==> config.mk <==
export PLATFORM = sky130hd
export DESIGN_NAME = shift_sequencer_flat
export DESIGN_NICKNAME = d
export VERILOG_FILES = /design/src/rtl/shift_sequencer_pkg.sv /design/src/rtl/shift_sequencer_if.sv /design/src/rtl/shift_sequencer_step.sv /design/src/rtl/shift_sequencer.sv /design/src/flat_wrapper.sv
export SDC_FILE = /design/constraint.sdc
export NUM_CORES = 1
export LEC_CHECK = 0
export ABC_AREA = 1
export CORE_MARGIN = 5
export CORE_UTILIZATION = 45
export DETAILED_ROUTE_END_ITERATION = 10
export HOLD_SLACK_MARGIN = 0.15
export PLACE_DENSITY_LB_ADDON = 0.3
export SYNTH_ARGS = -nofsm -noshare
export SYNTH_HDL_FRONTEND = slang
export SYNTH_SLANG_ARGS = --single-unit
==> constraint.sdc <==
create_clock -name clock -period 1.6 [get_ports clock]
set_input_delay 0.32 -clock clock [delete_from_list [all_inputs] [get_ports clock]]
set_output_delay 0.32 -clock clock [all_outputs]
set_load 0.02 [all_outputs]
==> src/rtl/shift_sequencer_pkg.sv <==
// Shared constants for the multi-cycle shifter: widths, opcode encodings and FSM states.
// Instruction decode imports the opcode encodings from here as well.
package shift_sequencer_pkg;

  localparam int WIDTH = 32;
  localparam int SHW   = 5;

  localparam logic [1:0] SH_SLL = 2'b00;
  localparam logic [1:0] SH_SRA = 2'b01;
  localparam logic [1:0] SH_SRL = 2'b10;

  typedef enum logic [1:0] {
    ST_IDLE  = 2'b00,
    ST_SHIFT = 2'b01,
    ST_DONE  = 2'b10
  } state_t;

endpackage

==> src/rtl/shift_sequencer_if.sv <==
// Request/response bundle between the execute stage and the shift sequencer.
interface shift_sequencer_if;
  import shift_sequencer_pkg::*;

  logic                ctrl_shift;
  logic [WIDTH-1:0]    data_operand;
  logic [SHW-1:0]      ctrl_shamt;
  logic [1:0]          ctrl_op;
  logic [WIDTH-1:0]    data_result;
  logic                data_resultRDY;
  logic                ready;

  modport master (
    output ctrl_shift, data_operand, ctrl_shamt, ctrl_op,
    input  data_result, data_resultRDY, ready
  );

  modport slave (
    input  ctrl_shift, data_operand, ctrl_shamt, ctrl_op,
    output data_result, data_resultRDY, ready
  );
endinterface

==> src/rtl/shift_sequencer_step.sv <==
// Fixed 2-bit shift stages reused every cycle by the sequencer.
// sll_2 is the left stage; shift_right_2 covers both SRL and SRA.
module sll_2
  import shift_sequencer_pkg::*;
(
  input  logic [WIDTH-1:0] in,
  output logic [WIDTH-1:0] out
);
  assign out = {in[WIDTH-3:0], 2'b00};
endmodule

module shift_right_2
  import shift_sequencer_pkg::*;
(
  input  logic [WIDTH-1:0] in,
  input  logic             arith,
  output logic [WIDTH-1:0] out
);
  logic [1:0] fill_s;

  assign fill_s = arith ? {2{in[WIDTH-1]}} : 2'b00;
  assign out    = {fill_s, in[WIDTH-1:2]};
endmodule

==> src/rtl/shift_sequencer.sv <==
// Multi-cycle variable shifter: applies the shift amount 2 bits per cycle (1 bit for an odd tail).
// ready drops while shifting; data_resultRDY pulses for one cycle with the registered result.
module shift_sequencer
  import shift_sequencer_pkg::*;
(
  input  logic             clock,
  input  logic             reset,
  shift_sequencer_if.slave bus
);

  state_t            state_r, state_s;
  logic [WIDTH-1:0]  acc_r, acc_s;
  logic [SHW-1:0]    rem_r, rem_s;
  logic [1:0]        op_r, op_s;
  logic [WIDTH-1:0]  result_r, result_s;
  logic              result_load_s;
  logic              rdy_r, ready_r;

  logic [WIDTH-1:0]  sll2_s, sr2_s, sll1_s, sr1_s, step_acc_s;
  logic [SHW-1:0]    step_rem_s;
  logic              arith_s;

  assign arith_s = (op_r == SH_SRA);

  sll_2 u_sll_2 (
    .in  (acc_r),
    .out (sll2_s)
  );

  shift_right_2 u_shift_right_2 (
    .in    (acc_r),
    .arith (arith_s),
    .out   (sr2_s)
  );

  assign sll1_s = {acc_r[WIDTH-2:0], 1'b0};
  assign sr1_s  = {(arith_s ? acc_r[WIDTH-1] : 1'b0), acc_r[WIDTH-1:1]};

  // Step select: reserved opcode 11 falls into the default branch, i.e. behaves as SLL
  always_comb begin
    step_acc_s = acc_r;
    case (op_r)
      SH_SRA, SH_SRL: step_acc_s = (rem_r >= 5'd2) ? sr2_s : sr1_s;
      default:        step_acc_s = (rem_r >= 5'd2) ? sll2_s : sll1_s;
    endcase
    if (rem_r >= 5'd2) begin
      step_rem_s = rem_r - 5'd2;
    end else begin
      step_rem_s = 5'd0;
    end
  end

  // FSM state register
  always_ff @(posedge clock) begin
    if (reset) begin
      state_r <= ST_IDLE;
    end else begin
      state_r <= state_s;
    end
  end

  // Next-state and datapath-load decode
  always_comb begin
    state_s       = state_r;
    acc_s         = acc_r;
    rem_s         = rem_r;
    op_s          = op_r;
    result_s      = result_r;
    result_load_s = 1'b0;
    case (state_r)
      ST_IDLE, ST_DONE: begin
        if (bus.ctrl_shift) begin
          acc_s = bus.data_operand;
          rem_s = bus.ctrl_shamt;
          op_s  = bus.ctrl_op;
          if (bus.ctrl_shamt == 5'd0) begin
            state_s       = ST_DONE;
            result_s      = bus.data_operand;
            result_load_s = 1'b1;
          end else begin
            state_s = ST_SHIFT;
          end
        end else begin
          state_s = ST_IDLE;
        end
      end
      ST_SHIFT: begin
        acc_s = step_acc_s;
        rem_s = step_rem_s;
        // Final step lands on the same edge that enters DONE, so the result is loaded here
        if (rem_r <= 5'd2) begin
          state_s       = ST_DONE;
          result_s      = step_acc_s;
          result_load_s = 1'b1;
        end else begin
          state_s = ST_SHIFT;
        end
      end
      default: begin
        state_s = ST_IDLE;
      end
    endcase
  end

  // Datapath and registered outputs
  always_ff @(posedge clock) begin
    if (reset) begin
      acc_r    <= 32'h0000_0000;
      rem_r    <= 5'd0;
      op_r     <= 2'b00;
      result_r <= 32'h0000_0000;
      rdy_r    <= 1'b0;
      ready_r  <= 1'b1;
    end else begin
      acc_r    <= acc_s;
      rem_r    <= rem_s;
      op_r     <= op_s;
      rdy_r    <= result_load_s;
      ready_r  <= (state_s != ST_SHIFT);
      if (result_load_s) begin
        result_r <= result_s;
      end
    end
  end

  assign bus.data_result    = result_r;
  assign bus.data_resultRDY = rdy_r;
  assign bus.ready          = ready_r;

endmodule

==> src/flat_wrapper.sv <==
// flat-port wrapper written by rule: the top's interface ports become plain ports
module shift_sequencer_flat import shift_sequencer_pkg::*;
  (clock, reset, bus_ctrl_shift, bus_data_operand, bus_ctrl_shamt, bus_ctrl_op, bus_data_result, bus_data_resultRDY, bus_ready);
  shift_sequencer_if bus_i ();
  input  logic clock;
  input  logic reset;
  input wire logic [$bits(bus_i.ctrl_shift)-1:0] bus_ctrl_shift;
  input wire logic [$bits(bus_i.data_operand)-1:0] bus_data_operand;
  input wire logic [$bits(bus_i.ctrl_shamt)-1:0] bus_ctrl_shamt;
  input wire logic [$bits(bus_i.ctrl_op)-1:0] bus_ctrl_op;
  output wire logic [$bits(bus_i.data_result)-1:0] bus_data_result;
  output wire logic [$bits(bus_i.data_resultRDY)-1:0] bus_data_resultRDY;
  output wire logic [$bits(bus_i.ready)-1:0] bus_ready;
  assign bus_i.ctrl_shift = bus_ctrl_shift;
  assign bus_i.data_operand = bus_data_operand;
  assign bus_i.ctrl_shamt = bus_ctrl_shamt;
  assign bus_i.ctrl_op = bus_ctrl_op;
  assign bus_data_result = bus_i.data_result;
  assign bus_data_resultRDY = bus_i.data_resultRDY;
  assign bus_ready = bus_i.ready;
  shift_sequencer u_core (.clock(clock), .reset(reset), .bus(bus_i));
endmodule
# Word-level counts from Yosys, hierarchy flattened
# Cells that the tools add are included.
# word_totals
reg_bits,75
latch_bits,0
mem_bits_rw,0
mem_bits_ro,0
input_bits,42
out_inout_bits,34
word_cells,48
memories,0
# classes
n_addsub,1
multipliers,0
div_mod_pow,0
magnitude_cmp,2
eq_ne,8
shift,0
n_mux,22
bitwise,0
reduce_logical,8
# op_table
op,count
2-to-1 mux 32 bit,7
case mux 32 bit (2 select lines),2
2-to-1 mux 5 bit,2
case mux 5 bit (2 select lines),1
2-to-1 mux 2 bit,4
"!= test 2 x 1 -> 1 bit, second input constant",3
">= comparator 5 x 2 -> 1 bit, second input constant",1
"<= comparator 5 x 2 -> 1 bit, second input constant",1
zero test 5 bit,1
AND reduction 5 bit,1
"subtractor 5 x 2 -> 5 bit, second input constant",1
"== test 2 x 1 -> 1 bit, second input constant",2
"== test 2 bit, second input constant",2
2-to-1 mux 1 bit,4
case mux 2 bit (2 select lines),1
AND reduction 2 bit,2
OR reduction 2 bit,2
zero test 2 bit,1
"!= test 2 bit, second input constant",1
case mux 1 bit (2 select lines),1
nonzero test 2 bit,1

# Logic depth before layout (Yosys ltp)
# depth
depth_word,6
ltp_mapped,12
ltp_nobuf,11

# Modules after synthesis
# Synthesis repeated with hierarchy kept, for this count alone.
# hier_totals
hier_cells,789
area_unflattened_um2,4839.6
# by_module_without_submodules
mod,instances,cells_per_inst,area_each_um2,seq_area_each_um2
shift_sequencer,1,723,4355.4,1481.4
sll_2,1,33,244.0,0.0
shift_right_2,1,33,240.2,0.0

# Worst setup path after synthesis
# OpenSTA, ideal clock, no wires.
# synth_path
path_type,register to register
start,register u_core.rem_r[1]
end,register u_core.acc_r[30]
t_arrival_ps,1401
required_time_ps,1474
path_slack_ps,74
stages_incl_launch_ff,12
n_path_buf,1
synth_period_minus_slack_ps,1526
cell_sequence,dfxtp_1 > inv_1 > ha_1 > nand2_1 > inv_2 > nand2_4 > buf_6 > nand2_1 > a21oi_1 > nand2_1 > nand2_1 > a21oi_1
# synth_between
elab_chain_cells,4
word_cells_on_any_way,5
classes_between,order compare (1); mux (4)
# synth_lines
item,line_no,source
"start, declared",shift_sequencer.sv:13,"logic [SHW-1:0] rem_r, rem_s;"
"start signal, assigned",shift_sequencer.sv:116,rem_r <= rem_s;
>= comparator 5 x 2 -> 1 bit *,"shift_sequencer.sv:43, shift_sequencer.sv:44",
2-to-1 mux 32 bit (on tied branches),"shift_sequencer.sv:44, shift_sequencer.sv:43",
2-to-1 mux 32 bit *,shift_sequencer.sv:42,case (op_r)
case mux 32 bit (2 select lines) *,shift_sequencer.sv:70,case (state_r)
"end signal, assigned",shift_sequencer.sv:115,acc_r <= acc_s;
"end, declared",shift_sequencer.sv:12,"logic [WIDTH-1:0] acc_r, acc_s;"
# Every way passes the cells marked *; elsewhere a longest branch is shown, timed or not.
# A chain may end at the register's enable or synchronous reset.

# Worst setup path in the final report
# layout_path
start,register u_core.rem_r[2]
end,register u_core.result_r[23] (netlist: u_core.bus.data_result[23])
# layout_between
elab_chain_cells,5
word_cells_on_any_way,11
classes_between,order compare (2); eq/ne (1); mux (7); reduce/logical (1)
# layout_lines
item,line_no,source
>= comparator 5 x 2 -> 1 bit,"shift_sequencer.sv:43, shift_sequencer.sv:44",
2-to-1 mux 32 bit (on tied branches),"shift_sequencer.sv:44, shift_sequencer.sv:43",
2-to-1 mux 32 bit,shift_sequencer.sv:42,
2-to-1 mux 32 bit,shift_sequencer.sv:91,if (rem_r <= 5'd2) begin
case mux 32 bit (2 select lines),shift_sequencer.sv:70,
"end signal, assigned",shift_sequencer.sv:121,result_r <= result_s;
"end, declared",shift_sequencer.sv:15,"logic [WIDTH-1:0] result_r, result_s;"
# Parallel ways exist; a longest one is shown, timed or not. The select of a mux whose other input is x is not followed.

==> summary.txt <==
Timing
  • Worst hold slack: 508 ps
  • Minimum clock period: 1620 ps
  • Final hold viol count: 0
  • Layout Skew: 8.08 ps
  • Max_slew headroom: 73.8%
  • Worst-Margin Slew: 388 ps
  • RSZ-0062 raised after global routing: yes
  • Final setup vio count: 2
  • Slew Viols, Final: 0
  • FMAX: 616 MHz
  • Final worst slack: -22.7 ps
  • Crit share post-route: 101%

Synth
  • Most common cell in the netlist: nand2_1
  • Post-synth top area share: 37.8%
  • Synth Flop Type: dfxtp_1
  • Yosys reg bits: 74
  • Asr flop ratio synth: 0%
  • Yosys warning count: 0
  • Syn avg cell area: 6.28 um2
  • Net count after synthesis: 668
  • Synth top cells by count: nand2_1, nor2_1, dfxtp_1
  • Distinct cells, synth: 28
  • Synth area leaders: dfxtp_1, nand2_1, nor2_1
  • Synth area leader: dfxtp_1
  • Post-Synthesis Cells: 624
  • Number of synthesized flops with an enable pin: 0
  • Mapped cell area: 0.00392 mm2
  • Sequential area share after synthesis: 37.8%

Detailed routing
  • WL final: 12,600 um
  • Via count: 4,435
  • Metal-1 WL: 5250 um
  • DR pass1 iterations: 5
  • Routed wl met3: 853 um
  • Routed WL per cell: 15.2 um
  • Iter 0 DRT Violations: 344
  • Via density: 5.37
  • Met2 routed WL: 6210 um
  • DRC Markers: 0
  • DR top layer: met4
  • Post-route antenna net violation count: 0

Clocking
  • Root Driver: clkbuf_8
  • Clk slew on worst S/H paths: 80 ps
  • Post-CTS Hold Fix Bufs: 0
  • CTS tree: yes
  • H-tree depth: 3
  • CTS max path bufs: 2
  • CTS buffer count: 9
  • Clock Sinks: 74
  • Worst skew pair latency: 350 ps

Setup path
  • Crit path DAT: 1910 ps
  • WP data required: 1880 ps
  • Worst setup path endpoint: u_core.bus.data_result[23]
  • Crit Path Category: register to register
  • Crit. End Element: register
  • Worst Setup SP: u_core.rem_r[2]
  • Startpoint types: register
  • R2R setup slack: -20 ps
  • Origin of the critical flop-to-flop path: u_core.rem_r[2]
  • FF-to-FF path depth: 11
  • Crit Reg-Reg Endpoint: u_core.bus.data_result[23]
  • CP Max Fanout: 6

Global route
  • Total grt overflow: 0
  • Largest net degree at the start of global routing: 40
  • GRT Total Usage: 21.8%
  • Initial antenna violation count: 0
  • First-pass GRT wire length: 18,700 um
  • Vias in the first global route: 4,064

Finish
  • Non-filler cells, final: 826
  • # diodes: 0
  • Layout cells sized above 1: 23.0%
  • Nets@finish: 757
  • Multi-input logic area: 0.00247 mm2
  • Fill cells: 732
  • Final core occ: 65.7%
  • Register area: 0.00149 mm2
  • Area grow syn2layout: 44.0%

Placement
  • Final HPWL DP: 7700 um
  • Routability congestion estimate: 0.883
  • Port Buffer Count: 75
  • Place WS: -318 ps
  • # placed instances: 799

Power and ir drop
  • Sw Share: 36.4%
  • P_int: 4.06 mW
  • Clock Power Share: 25.6%
  • Total Power: 6.38 mW
  • Reg power frac: 35.4%
  • Psw: 2.32 mW
  • Comb pwr share: 39.0%
  • Worst vdd ir: 0.577 mV
  • Pwr per Cell Area: 1130 mW/mm2
  • Leakage: 2.75 nW

Floorplanning
  • Die area: 0.0107 mm2
  • Core ar.: 0.00859 mm2
  • I/O pin count: 76
  • Die height: 103 um
  • Die width: 103 um
  • Starting Density: 45.6%
  • Row Count: 34

Flow run
  • Max Cap Viol: 0

Run status
  • Status: finished with violations
  • Failing checks: setup timing

Min path
  • Worst hold path type: register to register
## repair_timing
item                       in CTS  in global routing
gates cloned                    1                  3
setup buffers                   2                  5
gates resized for setup        47                109
setup endpoints to repair     102                 68
pin swaps                       2                 14
## logic make-up after synthesis
| group | after synthesis | share of synthesized area [%] |
|---|---|---|
| DFF | 74 | 37.8 |
| xor gates and xnor gates | 1 | 0.224 |
| buffers and inverters | 64 | 8.11 |
| adders and majority gates | 2 | 0.639 |
| and+or+nand+nor | 383 | 40.3 |
| AOI/OAI and AO/OA | 100 | 12.9 |
## worst max-delay path, stage by stage (launching register included)
cell and delay (ps):
dfxtp_2 340, buf_6 110, nor2_4 150, nand3_4 150, nand2_8 160, clkbuf_16 180
nand2_4 50, o21ai_2 60, nand2_1 80, nand3_2 100, nor2_2 50, nor2_1 100
## registers in the layout, indices dropped and copies added (netlist names)
signal	count
u_core.acc_r	32
u_core.state_r	2
u_core.op_r	2
u_core.bus.data_result	32
u_core.bus.ready	1
u_core.rem_r	5
## area by class of cell
| type | count | area share [%] |
|---|---|---|
| well taps | 108 | 2.39 |
| clock buffers | 11 | 2.51 |
| repair buffers | 116 | 21.8 |
| flip-flops and latches | 74 | 26.3 |
| multi-input cells | 486 | 43.7 |
| clock inverters | 5 | 1.37 |
| inverters | 26 | 1.95 |
## through the flow
| stage | TNS, ps | area [um2] |
|---|---|---|
| finish | -37.8 | 5640 |
| global route | -4220 | 5640 |
| global placement | -7220 | 4920 |
| CTS | 0 | 5180 |
| floorplan | 0 | 3920 |
| detailed placement | -9590 | 4920 |
## power by group through the flow
stage / registers (mW) / clock network (mW) / logic [mW]
after global placement: 2.26 / 0 / 2.02
after floorplan: 2.37 / 0 / 1.19
after CTS: 2.23 / 1.66 / 2.07
after global routing: 2.28 / 1.74 / 2.71
after detailed placement: 2.27 / 0 / 2.04
final: 2.26 / 1.63 / 2.49
## per-layer routing
metal	vias to the layer above	GRT usage (%)
li1	2182	-
met1	2037	28.3
met2	188	35.6
met3	28	3.69
met4	0	9.86
met5	-	0
## layout by cell type (no fill, tap or decap), drive strengths merged, types with 2 or more instances in the layout
cell and instances:
a21oi 13, buf 39, bufinv 2, clkbuf 13
clkdlybuf4s50 41, clkinv 2, dfxtp 74, dlygate4sd2 34
ha 2, inv 26, nand2 191, nand3 58
nor2 127, o21ai 85, or2 4
## worst min path at each step
stage | startpoint | end | slack (ps) | depth (start not counted)
after global placement | u_core.op_r[1] | u_core.op_r[1] | 450 | 2
after global routing | u_core.rem_r[0] | u_core.rem_r[0] | 540 | 2
final | u_core.rem_r[0] | u_core.rem_r[0] | 510 | 2
after floorplan | reset | u_core.rem_r[0] | 390 | 1
after CTS | u_core.op_r[1] | u_core.op_r[1] | 470 | 2
after detailed placement | u_core.op_r[1] | u_core.op_r[1] | 450 | 2
Power figures use the tool's default switching activity.
